<file path="src/rtl/mem_atomic_pkg.sv">
// mem_atomic_pkg
//   Shared types and constants for the CPU data-memory Wishbone initiator.
//   Contents:
//     - address-tag values driven toward the RAM bus reservation logic
//     - FSM state enum
//     - request kind codes (LOAD / STORE / ATOMIC)
//     - RV32A funct5 codes (LR, SC and the AMO operations)
//     - f5_is_known(): true for any funct5 the master can execute
package mem_atomic_pkg;

  // Address tag seen by the RAM bus: plain access, LR/SC reservation, AMO lock.
  localparam int         ADDR_TAG_BITS      = 2;
  localparam logic [1:0] ADDR_TAG_NONE      = 2'd0;
  localparam logic [1:0] ADDR_TAG_MODE_LRSC = 2'd1;
  localparam logic [1:0] ADDR_TAG_MODE_AMO  = 2'd2;

  typedef enum logic [2:0] {
    ST_IDLE    = 3'd0,
    ST_READ    = 3'd1,
    ST_WRITE   = 3'd2,
    ST_AMO_GAP = 3'd3,
    ST_RESP    = 3'd4
  } state_t;

  localparam logic [1:0] KIND_LOAD   = 2'd0;
  localparam logic [1:0] KIND_STORE  = 2'd1;
  localparam logic [1:0] KIND_ATOMIC = 2'd2;

  localparam logic [4:0] F5_LR      = 5'b00010;
  localparam logic [4:0] F5_SC      = 5'b00011;
  localparam logic [4:0] F5_AMOADD  = 5'b00000;
  localparam logic [4:0] F5_AMOSWAP = 5'b00001;
  localparam logic [4:0] F5_AMOXOR  = 5'b00100;
  localparam logic [4:0] F5_AMOOR   = 5'b01000;
  localparam logic [4:0] F5_AMOAND  = 5'b01100;
  localparam logic [4:0] F5_AMOMIN  = 5'b10000;
  localparam logic [4:0] F5_AMOMAX  = 5'b10100;
  localparam logic [4:0] F5_AMOMINU = 5'b11000;
  localparam logic [4:0] F5_AMOMAXU = 5'b11100;

  function automatic logic f5_is_known(input logic [4:0] f5);
    logic known;
    case (f5)
      F5_LR, F5_SC, F5_AMOADD, F5_AMOSWAP, F5_AMOXOR, F5_AMOOR, F5_AMOAND,
      F5_AMOMIN, F5_AMOMAX, F5_AMOMINU, F5_AMOMAXU: known = 1'b1;
      default:                                      known = 1'b0;
    endcase
    return known;
  endfunction

endpackage

</file>
<file path="src/rtl/mem_atomic_master_amo_alu.sv">
// amo_alu
//   Combinational RV32A read-modify-write operator.
//   Ports:
//     funct5 in  5   AMO operation code
//     a      in  32  old memory value
//     b      in  32  rs2 operand
//     result out 32  value to write back (wrap-around add, signed/unsigned min/max)
module amo_alu
  import mem_atomic_pkg::*;
(
  input  logic [4:0]  funct5,
  input  logic [31:0] a,
  input  logic [31:0] b,
  output logic [31:0] result
);

  always_comb begin
    result = b;
    case (funct5)
      F5_AMOADD:  result = a + b;
      F5_AMOSWAP: result = b;
      F5_AMOXOR:  result = a ^ b;
      F5_AMOOR:   result = a | b;
      F5_AMOAND:  result = a & b;
      F5_AMOMIN:  result = ($signed(a) < $signed(b)) ? a : b;
      F5_AMOMAX:  result = ($signed(a) > $signed(b)) ? a : b;
      F5_AMOMINU: result = (a < b) ? a : b;
      F5_AMOMAXU: result = (a > b) ? a : b;
      default:    result = b;
    endcase
  end

endmodule

</file>
<file path="src/rtl/mem_atomic_master.sv">
// mem_atomic_master
//   Wishbone initiator for CPU data-memory requests including RV32A atomics.
//   One request becomes one bus cycle (load/store/LR/SC), two cycles for an AMO
//   (read, one-cycle gap with cyc held, write), or none for a misaligned or
//   unknown atomic, which responds with rsp_err_o.
//   Optional feature macro: MEM_ATOMIC_TIMEOUT_EN -- abandons a bus cycle after
//   TIMEOUT_CYCLES cycles without ack and responds with an error.
//   Ports:
//     clk_i, rst_i                 clock, synchronous active-high reset
//     req_valid_i / req_ready_o    request handshake
//     req_kind_i, req_funct5_i     0 load / 1 store / 2 atomic, RV32A funct5
//     req_addr_i, req_sel_i        byte address, byte select for load/store
//     req_data_i                   store data / rs2
//     rsp_valid_o, rsp_data_o      one-cycle result pulse and data
//     rsp_err_o                    misaligned/unknown atomic or bus timeout
//     stb_o, cyc_o, we_o, sel_o    Wishbone controls
//     addr_o, addr_tag_o, data_o   address, reservation tag, write data
//     ack_i, data_i, data_tag_i    slave ack, read data, SC-failed flag
//
//   Handshake: a request transfers on the rising edge where req_valid_i and
//   req_ready_o are both high; req_ready_o is high only in IDLE. rsp_valid_o
//   is a single-cycle pulse with no back-pressure.
module mem_atomic_master
  import mem_atomic_pkg::*;
#(
  parameter int CLK_PERIOD_NS  = 20,
  parameter int TIMEOUT_CYCLES = 1024
) (
  input  logic                     clk_i,
  input  logic                     rst_i,
  input  logic                     req_valid_i,
  output logic                     req_ready_o,
  input  logic [1:0]               req_kind_i,
  input  logic [4:0]               req_funct5_i,
  input  logic [31:0]              req_addr_i,
  input  logic [3:0]               req_sel_i,
  input  logic [31:0]              req_data_i,
  output logic                     rsp_valid_o,
  output logic [31:0]              rsp_data_o,
  output logic                     rsp_err_o,
  output logic                     stb_o,
  output logic                     cyc_o,
  output logic                     we_o,
  output logic [3:0]               sel_o,
  output logic [31:0]              addr_o,
  output logic [ADDR_TAG_BITS-1:0] addr_tag_o,
  output logic [31:0]              data_o,
  input  logic                     ack_i,
  input  logic [31:0]              data_i,
  input  logic                     data_tag_i
);

  // Nonsensical configurations simply produce no logic here; the guard keeps
  // both parameters part of the elaborated design in every build.
  if (CLK_PERIOD_NS <= 0 || TIMEOUT_CYCLES <= 0) begin : g_param_guard
  end

  state_t      state, state_next;
  logic        ready_q;
  logic [31:0] addr_q, wdata_q, old_q, rsp_data_q;
  logic [3:0]  sel_q;
  logic [1:0]  tag_q, kind_q;
  logic [4:0]  funct5_q;
  logic        err_q;
  logic        accept, req_bad, req_is_atomic;
  logic        is_amo_q, is_sc_q;
  logic        tmo_hit;
  logic [31:0] amo_new;

  assign accept        = req_valid_i & ready_q;
  assign req_is_atomic = (req_kind_i == KIND_ATOMIC);
  // Kind 3 is not a defined request; it is rejected like a bad atomic.
  assign req_bad = (req_kind_i == 2'd3) |
                   (req_is_atomic & ((req_addr_i[1:0] != 2'b00) | !f5_is_known(req_funct5_i)));

  assign is_sc_q  = (kind_q == KIND_ATOMIC) & (funct5_q == F5_SC);
  assign is_amo_q = (kind_q == KIND_ATOMIC) & (funct5_q != F5_SC) & (funct5_q != F5_LR);

  // The operand b is the rs2 value still parked in wdata_q during READ.
  amo_alu u_amo_alu (
    .funct5 (funct5_q),
    .a      (data_i),
    .b      (wdata_q),
    .result (amo_new)
  );

`ifdef MEM_ATOMIC_TIMEOUT_EN
  logic [15:0] tmo_cnt;

  // Cleared in the cycle before stb rises (accept or AMO gap) so each strobe
  // phase gets a full budget.
  always_ff @(posedge clk_i) begin
    if (rst_i || accept || state == ST_AMO_GAP) begin
      tmo_cnt <= '0;
    end else if (stb_o && !ack_i) begin
      tmo_cnt <= tmo_cnt + 16'd1;
    end
  end

  assign tmo_hit = stb_o & ~ack_i & (tmo_cnt == 16'(TIMEOUT_CYCLES - 1));
`else
  assign tmo_hit = 1'b0;
`endif

  // State register
  always_ff @(posedge clk_i) begin
    if (rst_i) begin
      state   <= ST_IDLE;
      ready_q <= 1'b0;
    end else begin
      state   <= state_next;
      ready_q <= (state_next == ST_IDLE);
    end
  end

  // Next-state logic
  always_comb begin
    state_next = state;
    case (state)
      ST_IDLE: begin
        if (accept) begin
          if (req_bad) begin
            state_next = ST_RESP;
          end else if (req_kind_i == KIND_STORE ||
                       (req_is_atomic && req_funct5_i == F5_SC)) begin
            state_next = ST_WRITE;
          end else begin
            state_next = ST_READ;
          end
        end
      end
      ST_READ: begin
        if (ack_i) begin
          state_next = is_amo_q ? ST_AMO_GAP : ST_RESP;
        end else if (tmo_hit) begin
          state_next = ST_RESP;
        end
      end
      ST_AMO_GAP: state_next = ST_WRITE;
      ST_WRITE: begin
        if (ack_i || tmo_hit) begin
          state_next = ST_RESP;
        end
      end
      ST_RESP: state_next = ST_IDLE;
      default: state_next = ST_IDLE;
    endcase
  end

  // Output decode: every output is a function of registered state only.
  always_comb begin
    stb_o       = 1'b0;
    cyc_o       = 1'b0;
    we_o        = 1'b0;
    rsp_valid_o = 1'b0;
    rsp_err_o   = 1'b0;
    rsp_data_o  = '0;
    case (state)
      ST_READ: begin
        stb_o = 1'b1;
        cyc_o = 1'b1;
      end
      ST_AMO_GAP: cyc_o = 1'b1;
      ST_WRITE: begin
        stb_o = 1'b1;
        cyc_o = 1'b1;
        we_o  = 1'b1;
      end
      ST_RESP: begin
        rsp_valid_o = 1'b1;
        rsp_err_o   = err_q;
        rsp_data_o  = rsp_data_q;
      end
      default: ;
    endcase
  end

  assign req_ready_o = ready_q;
  assign sel_o       = sel_q;
  assign addr_o      = addr_q;
  assign addr_tag_o  = tag_q;
  assign data_o      = wdata_q;

  // Request capture and result datapath
  always_ff @(posedge clk_i) begin
    if (rst_i) begin
      addr_q     <= '0;
      wdata_q    <= '0;
      old_q      <= '0;
      rsp_data_q <= '0;
      sel_q      <= '0;
      tag_q      <= ADDR_TAG_NONE;
      kind_q     <= KIND_LOAD;
      funct5_q   <= '0;
      err_q      <= 1'b0;
    end else begin
      case (state)
        ST_IDLE: begin
          if (accept) begin
            addr_q     <= req_addr_i;
            wdata_q    <= req_data_i;
            kind_q     <= req_kind_i;
            funct5_q   <= req_funct5_i;
            err_q      <= req_bad;
            rsp_data_q <= '0;
            sel_q      <= req_is_atomic ? 4'b1111 : req_sel_i;
            if (!req_is_atomic || req_bad) begin
              tag_q <= ADDR_TAG_NONE;
            end else if (req_funct5_i == F5_LR || req_funct5_i == F5_SC) begin
              tag_q <= ADDR_TAG_MODE_LRSC;
            end else begin
              tag_q <= ADDR_TAG_MODE_AMO;
            end
          end
        end
        ST_READ: begin
          if (ack_i) begin
            rsp_data_q <= data_i;
            old_q      <= data_i;
            if (is_amo_q) begin
              wdata_q <= amo_new;
            end
          end else if (tmo_hit) begin
            err_q      <= 1'b1;
            rsp_data_q <= '0;
          end
        end
        ST_WRITE: begin
          if (ack_i) begin
            if (is_sc_q) begin
              rsp_data_q <= {31'b0, data_tag_i};
            end else if (is_amo_q) begin
              rsp_data_q <= old_q;
            end else begin
              rsp_data_q <= '0;
            end
          end else if (tmo_hit) begin
            err_q      <= 1'b1;
            rsp_data_q <= '0;
          end
        end
        default: ;
      endcase
    end
  end

endmodule

</file>
<file path="config.mk">
export PLATFORM = sky130hd
export DESIGN_NAME = mem_atomic_master
export DESIGN_NICKNAME = d
export VERILOG_FILES = /design/src/rtl/mem_atomic_pkg.sv /design/src/rtl/mem_atomic_master_amo_alu.sv /design/src/rtl/mem_atomic_master.sv
export SDC_FILE = /design/constraint.sdc
export NUM_CORES = 1
export LEC_CHECK = 0
export CAP_MARGIN = 20
export CORE_UTILIZATION = 48
export CTS_BUF_LIST = sky130_fd_sc_hd__clkbuf_8
export DETAILED_ROUTE_END_ITERATION = 12
export HOLD_SLACK_MARGIN = 0.12
export PLACE_DENSITY = 0.8
export SLEW_MARGIN = 10
export SYNTH_ARGS = -nofsm -noshare
export SYNTH_HDL_FRONTEND = slang
export SYNTH_SLANG_ARGS = --single-unit
export TNS_END_PERCENT = 5
</file>
<file path="constraint.sdc">
create_clock -name clk_i -period 2.6 [get_ports clk_i]
set_input_delay 0.26 -clock clk_i [delete_from_list [all_inputs] [get_ports clk_i]]
set_output_delay 0.26 -clock clk_i [all_outputs]
set_load 0.01 [all_outputs]
</file>
==> reports/qor.yml <==
min_path:
  min_path_type: "in2reg"
drt:
  drc: 0
  wl_mm: 35.85
  ant_nets: 0
  wl_per_cell_um: 18.00
  first_iter_violations: 967
  drt-pass1-iter-count: 5
  vias_per_cell: 5.730
  vias: 11414
final_layout:
  multi_input_area_um2: 6724
  nets: 1918
  antenna_cells: 0
  n_fill_cell: 1533
  instances_no_fill: 1992
  area_delta_synth_final_pct: 50.96
  mostFrequentLayoutCells: "buf_4 (224), clkdlybuf4s50_1 (218), nand2_1 (203), a21oi_1 (156), dfxtp_1 (127)"
  final_common_cell: "buf_4"
  seqCellArea_um2: 2949
  drive_above_1_share_pct: 22.24
yosys:
  synth_nets: 1541
  synthCells: 1332
  synth_top_area_share_pct: 29.61
  synth_area_um2: 9871
  synth_edf_count: 0
  synth_warnings: 0
  yosysTopAreaCell: "dfxtp_1"
  synth_area_leaders: "dfxtp_1 (30%), ha_1 (12%), a21oi_1 (8.5%), nand2_1 (7.8%), nor2_1 (4.4%)"
  synth_flop_cell: "dfxtp_1"
  yosysUniqueCellTypes: 63
  synth_seq_area_share_pct: 29.61
  synth_seq_cells: 146
  async_flop_share_pct: 0
  postSynthAreaPerCell_um2: 7.410
placed_design:
  gp_congestion: 0.9501
  hpwl_mm: 25.03
  numPortBuffers: 219
  placed_cells: 1938
global_route:
  grt_pass1_wl_mm: 55.83
  grt_pass1_vias: 11026
  grt_max_degree: 71
  globalRouteOverflowTotal: 0
  grt_usage_pct: 32.70
  antenna_found_initial: 1
power_and_ir_drop:
  p_sw_mw: 2.556
  p_int_mw: 4.430
  swShare_pct: 36.59
  power_density_nw_per_um2: 468.9
  peakVddDrop_v: 0.0004132
  seq_power_share_pct: 35.5
  pwr-share-comb_pct: 37.9
  p_leak_nw: 6.109
  p_total_mw: 6.986
  p_clk_share_pct: 26.6
sta:
  slew_viol_final: 0
  timing.fmax_mhz: 339.6
  period_needed_ns: 2.945
  fin_setup_tns_ns: -8.475
  tightest_slew_ns: 0.7597
  relSlewSlack_pct: 49.35
  rsz0062_at_grt: "true"
  finalHoldViolCount: 0
  setup_viol: 32
  hold_ws_ns: 0.2289
  clock_skew_ns: 0.02263
  layout_setup_ws_ns: -0.3449
  fin_crit_sh_pct: 113.3
clock_network:
  cts.sinks: 146
  cts_buffer_depth: 2
  cts_tree: "yes"
  holdBufCountCts: 0
  clockRootBuffer: "clkbuf_8"
  htreeDepth: 4
  insertion_delay_ns: 0.47
  numCtsBuffers: 17
  cts.clk_slew.worst_paths_ns: 0.11
die:
  die-height_um: 145.4
  die_w_um: 145.4
  die_area_um2: 21140
  io_pins: 220
  rows: 52
  start_util_pct: 48.94
  coreArea_um2: 20170
run:
  maxCapViolCount: 0
setup_path:
  cp.required_ns: 3.01
  worstReg2RegStart: "data_o[16]$_SDFFE_PP0P_"
  worst-endpoint-arrival_ns: 3.35
  rrSetupSlack_ns: -0.34
  reg2reg_depth: 14
  crit_fanout: 7
  crit_path_end: "data_o[9]$_SDFFE_PP0P_"
  critical_path_class: "reg2reg"
  start_kind: "register"
  critPathLaunch: "data_o[16]$_SDFFE_PP0P_"
  end_kind: "register"
  r2r_end: "data_o[9]$_SDFFE_PP0P_"
run_status:
  violations: "negative setup slack"
  status: "complete, but fails checks"
[critical path, stage by stage, from the launching register on]
cell       delay [ns]
dfxtp_1          0.35
inv_1            0.07
buf_4            0.13
ha_1             0.18
nor2b_1          0.13
o21ai_0          0.33
a21oi_2          0.11
a211oi_2         0.25
o2111ai_4        0.17
xnor2_2          0.24
a21oi_4          0.09
buf_6            0.16
buf_12           0.14
or3_1            0.38
a21oi_2          0.12
[power by group through the flow]
stage	clock network, mW	registers, mW	logic, mW
CTS	1.88	2.47	2.49
detailed placement	0	2.52	2.31
floorplan	0	2.56	1.15
global route	1.98	2.49	2.83
finish	1.86	2.48	2.65
global placement	0	2.52	2.27
[cell usage after synthesis (all sizes together) (4+ instances only)]
cell type	count
xor2	6
a21o	10
or3	11
a211o	9
nor2b	8
o21ai	59
o31ai	8
mux2i	17
nand2b	9
ha	96
o221ai	10
o211ai	4
nor3	25
nor2	116
and2	6
a21oi	169
nand2	206
inv	87
buf	24
clkbuf	76
o21bai	7
nand3	19
nor4	6
a221oi	23
xnor2	13
a22oi	34
dfxtp	146
a211oi	47
o41ai	4
and3	36
o21a	5
a31oi	6
[worst min-delay path by stage]
stage / from / endpoint / slack [ns] / cells past startpoint
floorplan: ack_i / req_ready_o$_SDFF_PP0_ / 0.37 / 1
global placement: old_q[7]$_SDFFE_PP0P_ / old_q[7]$_SDFFE_PP0P_ / 0.44 / 2
detailed placement: kind_q[1]$_SDFFE_PP0P_ / kind_q[1]$_SDFFE_PP0P_ / 0.44 / 2
CTS: rst_i / old_q[26]$_SDFFE_PP0P_ / 0.21 / 2
global route: rst_i / data_o[11]$_SDFFE_PP0P_ / 0.22 / 2
finish: rst_i / old_q[25]$_SDFFE_PP0P_ / 0.23 / 2
[through the flow]
step	area [um2]	worst slack, ns	utilization [%]
2_1_floorplan	9991	-0.06822	-
3_3_place_gp	13790	-0.7900	68.37
3_5_place_dp	13790	-0.9689	68.37
4_1_cts	14570	-0.3579	72.25
5_1_grt	14900	-0.4552	73.88
6_report	14900	-0.3449	73.88
[per-layer routing]
layer  vias up  track usage, %  wire [um]
met4         2           17.95       1971
met3       140           5.768       3049
met1      5301           39.62      13990
met5         -               0         13
met2       563           55.05      16830
li1       5408               -          -
[logic make-up (layout without fill, tap and decap cells)]
| family | count (synthesis) | count (layout) | synth area share, % |
|---|---|---|---|
| muxes | 17 | 17 | 1.724 |
| adders and majority gates | 97 | 97 | 12.37 |
| and+or+nand+nor | 451 | 451 | 20.03 |
| AOI/OAI and AO/OA | 415 | 415 | 26.96 |
| DFF | 146 | 146 | 29.61 |
| xor gates and xnor gates | 19 | 19 | 1.686 |
| buffers and inverters | 187 | 577 | 7.618 |
[timing repair]
| item | 4_1_cts | 5_1_grt |
|---|---|---|
| gates resized for setup | 40 | 64 |
| setup buffers | 12 | 8 |
| endpoints found under the setup margin | 33 | 32 |
| pin swaps | 44 | 29 |
| cloned | 3 | 0 |
[flip-flops by register name (all words and copies together), names as in the netlist]
| register | cells |
|---|---|
| addr_o | 32 |
| data_o | 32 |
| old_q | 32 |
| rsp_data_q | 32 |
| funct5_q | 5 |
| sel_o | 4 |
| state | 3 |
| addr_tag_o | 2 |
| kind_q | 2 |
| err_q | 1 |
| req_ready_o | 1 |
[final cells by class]
class                           count  share of cell area (%)
Clock buffer                       17                   1.570
Tap cell                          270                   2.267
Inverter                           87                   2.208
Multi-Input combinational cell    999                   45.13
Sequential cell                   146                   19.79
Clock inverter                     15                   1.234
Timing Repair Buffer              458                   27.80
Power figures use the tool's default switching activity.
